[src/rtl/ps2_host_tx.sv]
// rtl/ps2_host_tx.sv - PS/2 host-to-device command byte transmitter
//
// Sends one command byte to a PS/2 device using the request-to-send sequence:
// hold the clock low, pull data low, then release the clock. After that the
// device clocks out data, odd parity and stop, and finally answers with an
// acknowledge bit. Both lines are only ever pulled low. The surrounding top level
// turns each *_oe into a pull-down (oe=1 -> 0, oe=0 -> z).
//
// Ports:
//   clk          system clock
//   reset        asynchronous active-high reset
//   tx_data      command byte to send
//   tx_valid     request to send tx_data
//   tx_ready     high while idle; byte accepted on tx_valid & tx_ready
//   busy         high in every state except IDLE; receive path ignores the lines
//   tx_done      one-cycle pulse: byte sent and acknowledged
//   tx_error     one-cycle pulse: device nack or timeout
//   ps2_clk_in   raw ps2_clk line level
//   ps2_data_in  raw ps2_data line level
//   ps2_clk_oe   1 = pull ps2_clk low
//   ps2_data_oe  1 = pull ps2_data low

module ps2_host_tx #(
    parameter int INHIBIT_CYCLES = 6000,
    parameter int TIMEOUT_CYCLES = 1000000
) (
    input  logic       clk,
    input  logic       reset,
    input  logic [7:0] tx_data,
    input  logic       tx_valid,
    output logic       tx_ready,
    output logic       busy,
    output logic       tx_done,
    output logic       tx_error,
    input  logic       ps2_clk_in,
    input  logic       ps2_data_in,
    output logic       ps2_clk_oe,
    output logic       ps2_data_oe
);

    localparam int INH_W = $clog2(INHIBIT_CYCLES + 1);
    localparam int TMO_W = $clog2(TIMEOUT_CYCLES + 1);

    localparam logic [INH_W-1:0] INH_LAST = INH_W'(INHIBIT_CYCLES - 1);
    localparam logic [TMO_W-1:0] TMO_LAST = TMO_W'(TIMEOUT_CYCLES - 1);

    typedef enum logic [2:0] {
        IDLE,
        INHIBIT,
        REQ,
        SHIFT,
        ACK,
        WAIT_IDLE
    } state_t;

    state_t state;

    // Line synchronizers and falling-edge detector. Idle lines are high, so
    // the synchronizer resets to 1 to avoid a false edge after reset.
    logic clk_meta;
    logic clk_sync;
    logic clk_prev;
    logic data_meta;
    logic data_sync;
    logic fe;

    logic [7:0]       shreg;
    logic             parity;
    logic [3:0]       bit_cnt;
    logic [INH_W-1:0] inh_cnt;
    logic [TMO_W-1:0] tmo_cnt;
    logic             nack;
    logic [9:0]       frame;

    // Bit order on the wire after the start bit: data LSB first, parity, stop.
    assign frame = {1'b1, parity, shreg};

    always_ff @(posedge clk or posedge reset) begin
        if (reset) begin
            clk_meta  <= 1'b1;
            clk_sync  <= 1'b1;
            clk_prev  <= 1'b1;
            data_meta <= 1'b1;
            data_sync <= 1'b1;
            fe        <= 1'b0;
        end else begin
            clk_meta  <= ps2_clk_in;
            clk_sync  <= clk_meta;
            clk_prev  <= clk_sync;
            data_meta <= ps2_data_in;
            data_sync <= data_meta;
            fe        <= clk_prev & ~clk_sync;
        end
    end

    always_ff @(posedge clk or posedge reset) begin
        if (reset) begin
            state       <= IDLE;
            tx_ready    <= 1'b0;
            busy        <= 1'b0;
            tx_done     <= 1'b0;
            tx_error    <= 1'b0;
            ps2_clk_oe  <= 1'b0;
            ps2_data_oe <= 1'b0;
            shreg       <= 8'h00;
            parity      <= 1'b0;
            bit_cnt     <= 4'd0;
            inh_cnt     <= '0;
            tmo_cnt     <= '0;
            nack        <= 1'b0;
        end else begin
            tx_done  <= 1'b0;
            tx_error <= 1'b0;

            case (state)
                IDLE: begin
                    ps2_clk_oe  <= 1'b0;
                    ps2_data_oe <= 1'b0;
                    // tx_ready is low in the done/error pulse cycle and comes
                    // back one cycle later, so a held tx_valid cannot re-accept
                    // in the same cycle the previous result is reported.
                    if (tx_valid && tx_ready) begin
                        shreg      <= tx_data;
                        parity     <= ~^tx_data;
                        bit_cnt    <= 4'd0;
                        inh_cnt    <= '0;
                        nack       <= 1'b0;
                        tx_ready   <= 1'b0;
                        busy       <= 1'b1;
                        ps2_clk_oe <= 1'b1;
                        state      <= INHIBIT;
                    end else begin
                        tx_ready <= 1'b1;
                    end
                end

                INHIBIT: begin
                    if (inh_cnt == INH_LAST) begin
                        ps2_data_oe <= 1'b1;
                        state       <= REQ;
                    end else begin
                        inh_cnt <= inh_cnt + INH_W'(1);
                    end
                end

                REQ: begin
                    // Clock released with data still low: that is the start bit.
                    ps2_clk_oe <= 1'b0;
                    tmo_cnt    <= '0;
                    bit_cnt    <= 4'd0;
                    state      <= SHIFT;
                end

                SHIFT, ACK: begin
                    if (tmo_cnt == TMO_LAST) begin
                        ps2_clk_oe  <= 1'b0;
                        ps2_data_oe <= 1'b0;
                        tx_error    <= 1'b1;
                        busy        <= 1'b0;
                        state       <= IDLE;
                    end else begin
                        tmo_cnt <= tmo_cnt + TMO_W'(1);
                        if (fe) begin
                            if (state == SHIFT) begin
                                ps2_data_oe <= ~frame[bit_cnt];
                                if (bit_cnt == 4'd9) begin
                                    state <= ACK;
                                end else begin
                                    bit_cnt <= bit_cnt + 4'd1;
                                end
                            end else begin
                                // Device pulls data low to acknowledge.
                                nack  <= data_sync;
                                state <= WAIT_IDLE;
                            end
                        end
                    end
                end

                WAIT_IDLE: begin
                    if (clk_sync && data_sync) begin
                        tx_done  <= ~nack;
                        tx_error <= nack;
                        busy     <= 1'b0;
                        state    <= IDLE;
                    end
                end

                default: begin
                    ps2_clk_oe  <= 1'b0;
                    ps2_data_oe <= 1'b0;
                    busy        <= 1'b0;
                    state       <= IDLE;
                end
            endcase
        end
    end

endmodule

[config.mk]
export PLATFORM = sky130hd
export DESIGN_NAME = ps2_host_tx
export DESIGN_NICKNAME = d
export VERILOG_FILES = /design/src/rtl/ps2_host_tx.sv
export SDC_FILE = /design/constraint.sdc
export NUM_CORES = 1
export LEC_CHECK = 0
export CORE_UTILIZATION = 41
export DETAILED_ROUTE_END_ITERATION = 10
export HOLD_SLACK_MARGIN = 0.06
export PLACE_DENSITY = 0.59
export SLEW_MARGIN = 10
export SYNTH_ARGS = -nofsm -noshare
export SYNTH_HDL_FRONTEND = slang
export SYNTH_SLANG_ARGS = --single-unit
[constraint.sdc]
create_clock -name clk -period 2.2 [get_ports clk]
set_input_delay 0.44 -clock clk [delete_from_list [all_inputs] [get_ports clk]]
set_output_delay 0.44 -clock clk [all_outputs]
set_load 0.005 [all_outputs]
==> flow_summary.json <==
{
  "status": "finished clean",
  "cts.sinks": 62,
  "clk_pin_slew_ns": 0.07,
  "place.gp.congestion": 0.779,
  "post-cts-setup-buffers": 0,
  "avgSynthCellArea_um2": 9.78,
  "drc": 0,
  "clockBufferDepth": 2,
  "post-place-ws_ns": 0.0926,
  "finClkSkew_ns": 0.00619,
  "grt_pass1_wl_um": 14200,
  "swShare_pct": 23.1,
  "cp_num_buf_inv": 1,
  "diodes": 0,
  "hpwl_um": 6050,
  "fmax_ghz": 0.492,
  "grt_remaining_overflow": 0,
  "coreArea_um2": 8260,
  "firstDrtPassIters": 4,
  "yosysWarnings": 0,
  "crit_path_cell_trace": "and4b_1 > and4_1 > a21oi_1 > buf_4 > a41oi_1 > a31oi_1",
  "cp-end-kind": "flop",
  "cts_tree": "yes",
  "p_per_area_nw_per_um2": 533,
  "holdCritPathClass": "flop to flop",
  "cpLargestDelayFamily": "compound AO/OA/AOI/OAI gates",
  "syn_inst": 358,
  "die_area_um2": 8910,
  "synthesis.nets": 375,
  "netSwitchingPower_uw": 513,
  "synth_edf_count": 0,
  "fin_nets": 418,
  "critPathMaxStageDelay_ns": 0.44,
  "setup_viol": 0,
  "tns_ns": 0,
  "ys_seq_area_share_pct": 44.5,
  "synthDistinctLibCells": 66,
  "rsz0062_at_grt": "no",
  "syn_to_final_growth_pct": 18.8,
  "maxSlewViolCount": 0,
  "grt_use_total_pct": 20.8,
  "r2r.worst_path.cells": 6,
  "cts-root-buf": "clkbuf_8",
  "synth_area_leaders": "dfrtp_1 41%, dfstp_2 3.8%, xnor2_1 3.8%",
  "rows": 33,
  "start_util_pct": 42.4,
  "clkLatencyLatePin_ns": 0.34,
  "io_buffers": 18,
  "grt_pass1_vias": 2876,
  "min_path_cells": 0,
  "htreeDepth": 3,
  "synthFlopType": "dfrtp_1",
  "routedWlPerCell_um": 16.2,
  "crit_slowest_cell": "a21oi_1",
  "min_period_over_period_pct": 92.4,
  "fp.dieW_um": 94.4,
  "worst_pin_slew_ns": 0.597,
  "synth_largest_area_cell": "dfrtp_1",
  "p_clk_share_pct": 44.5,
  "worstPathRequired_ns": 2.46,
  "seqPwrFrac_pct": 51.9,
  "cts_hold_buf": 0,
  "syn_area_um2": 3500,
  "path_depth": 6,
  "netlist.area_leader.share_pct": 40.7,
  "p_comb_share_pct": 3.6,
  "worstPathMaxFanout": 12,
  "p_leak_uw": 0.00172,
  "internal-power_uw": 1710,
  "fin_crit_ns": 2.03,
  "drtAntennaViolNets": 0,
  "ys_seq_elements": 62,
  "finalWorstSetupSlack_ns": 0.166,
  "arrival_ns": 2.29,
  "cts_inserted_buffers": 9,
  "path_class": "flop to flop",
  "routed_via_density": 5.67,
  "async_flop_share_pct": 100,
  "drt_wl_total_um": 8300,
  "ioPinCount": 19,
  "hold_viol_final": 0,
  "antenna_found_initial": 0,
  "vias": 2899,
  "drive_gt1_share_pct": 19.5,
  "start_kind": "flop",
  "drv_cap": 0,
  "vdd_ir_drop_max_v": 0.000439,
  "drt_iter0_drc": 164,
  "die_h_um": 94.4,
  "maxSlewHeadroom_pct": 59.9,
  "grt_max_degree": 63
}
==> cells by family after synthesis <==
logic type / after synthesis / share of synthesized area (%)
flops: 62 / 44.5
compound gates: 96 / 18.5
mux: 15 / 4.61
buf+inv: 33 / 4.18
xor+xnor: 18 / 4.50
fa+ha+maj: 4 / 1.43
simple gates: 130 / 22.3
==> worst reg2reg max path: stages, from the launching register on <==
cell	delay, ns
dfrtp_1	0.42
and4b_1	0.24
and4_1	0.28
a21oi_1	0.45
buf_4	0.27
a41oi_1	0.14
a31oi_1	0.16
==> flip-flops by register name, indices dropped and copies added, names as in the netlist, 3 cells and up <==
name	flops
bit_cnt	4
inh_cnt	13
shreg	8
state	3
tmo_cnt	20
==> stage by stage <==
stage	area [µm²]	instances	utilization (%)	power, µW	hold WS [ns]
floorplan	3500	358	-	1210	0.345
global placement	3970	495	48.0	1250	0.346
detailed placement	3970	495	48.0	1260	0.347
CTS	4160	511	50.3	2250	0.358
global route	4160	511	50.4	2310	0.364
finish	4160	511	50.4	2220	0.357
==> synth_stat cells (2+ instances only) <==
cell type	number
dfrtp_1	57
a21oi_1	25
nand2_1	24
nor2_1	22
o21ai_0	18
inv_1	16
xnor2_1	15
nand3_1	12
nor3_1	12
buf_2	9
mux2_2	9
a31oi_1	8
nand4_1	8
or3_1	7
and3_1	6
mux2i_1	6
nand2b_1	6
clkbuf_1	5
dfstp_2	5
o211ai_1	5
o22ai_1	5
a211oi_1	4
a21o_1	4
ha_1	4
nor4_1	4
o31ai_1	4
a22o_1	3
a32o_1	3
nand4b_1	3
nor2b_1	3
o21a_1	3
o21ai_1	3
xor2_1	3
and4_1	2
nand4_2	2
o211ai_2	2
or4_1	2
==> final cells by class <==
| cell class | count | area [µm²] |
|---|---|---|
| clock buffer | 10 | 128 |
| clock inverter | 6 | 62.6 |
| fill | 780 | 4100 |
| inverter | 17 | 63.8 |
| multi-input combinational | 263 | 1800 |
| sequential | 62 | 1560 |
| tap | 105 | 131 |
| timing repair buffer | 48 | 418 |
==> path summary, 6_finish.rpt <==
check | from | endpoint | slack, ns
max in group asynchronous | reset | data_sync | 1.41
worst max-delay path | tmo_cnt[16] | tmo_cnt[13] | 0.17
worst min register to register | clk_meta | clk_sync | 0.36
min in group asynchronous | reset | busy | 0.49
worst max register to register | tmo_cnt[16] | tmo_cnt[13] | 0.17
worst min-delay path | clk_meta | clk_sync | 0.36
==> power groups by stage <==
stage          Clock [µW]  Sequential, µW  Combinational, µW
2_1_floorplan           0            1170               41.9
3_5_place_dp            0            1170               82.9
3_3_place_gp            0            1170               81.2
5_1_grt              1060            1150               91.2
4_1_cts              1020            1150               83.2
6_report              988            1150               79.7
==> cells in the final DEF (no fill, tap or decap), drive strengths merged, types with 11 or more instances in the layout <==
cell type and n:
a21oi 25, buf 30, clkdlybuf4s50 18, dfrtp 57, inv 17, nand2 24
nand3 13, nand4 11, nor2 23, nor3 14, o21ai 21, xnor2 15
==> layer usage <==
layer  global-route usage (%)  vias to the layer above  share of wire, %
met2                     34.1                       64                49
met3                     5.15                       13               3.9
met4                     7.56                        0               1.3
met5                        0                        -                 0
li1                         -                     1407                 -
met1                     26.6                     1415                45
==> what timing repair did <==
action	in CTS	in global routing
endpoints found under the setup margin	0	16
gates resized for setup	0	1
endpoints found under the hold margin	0	0
(Power assumes the default switching activity.)
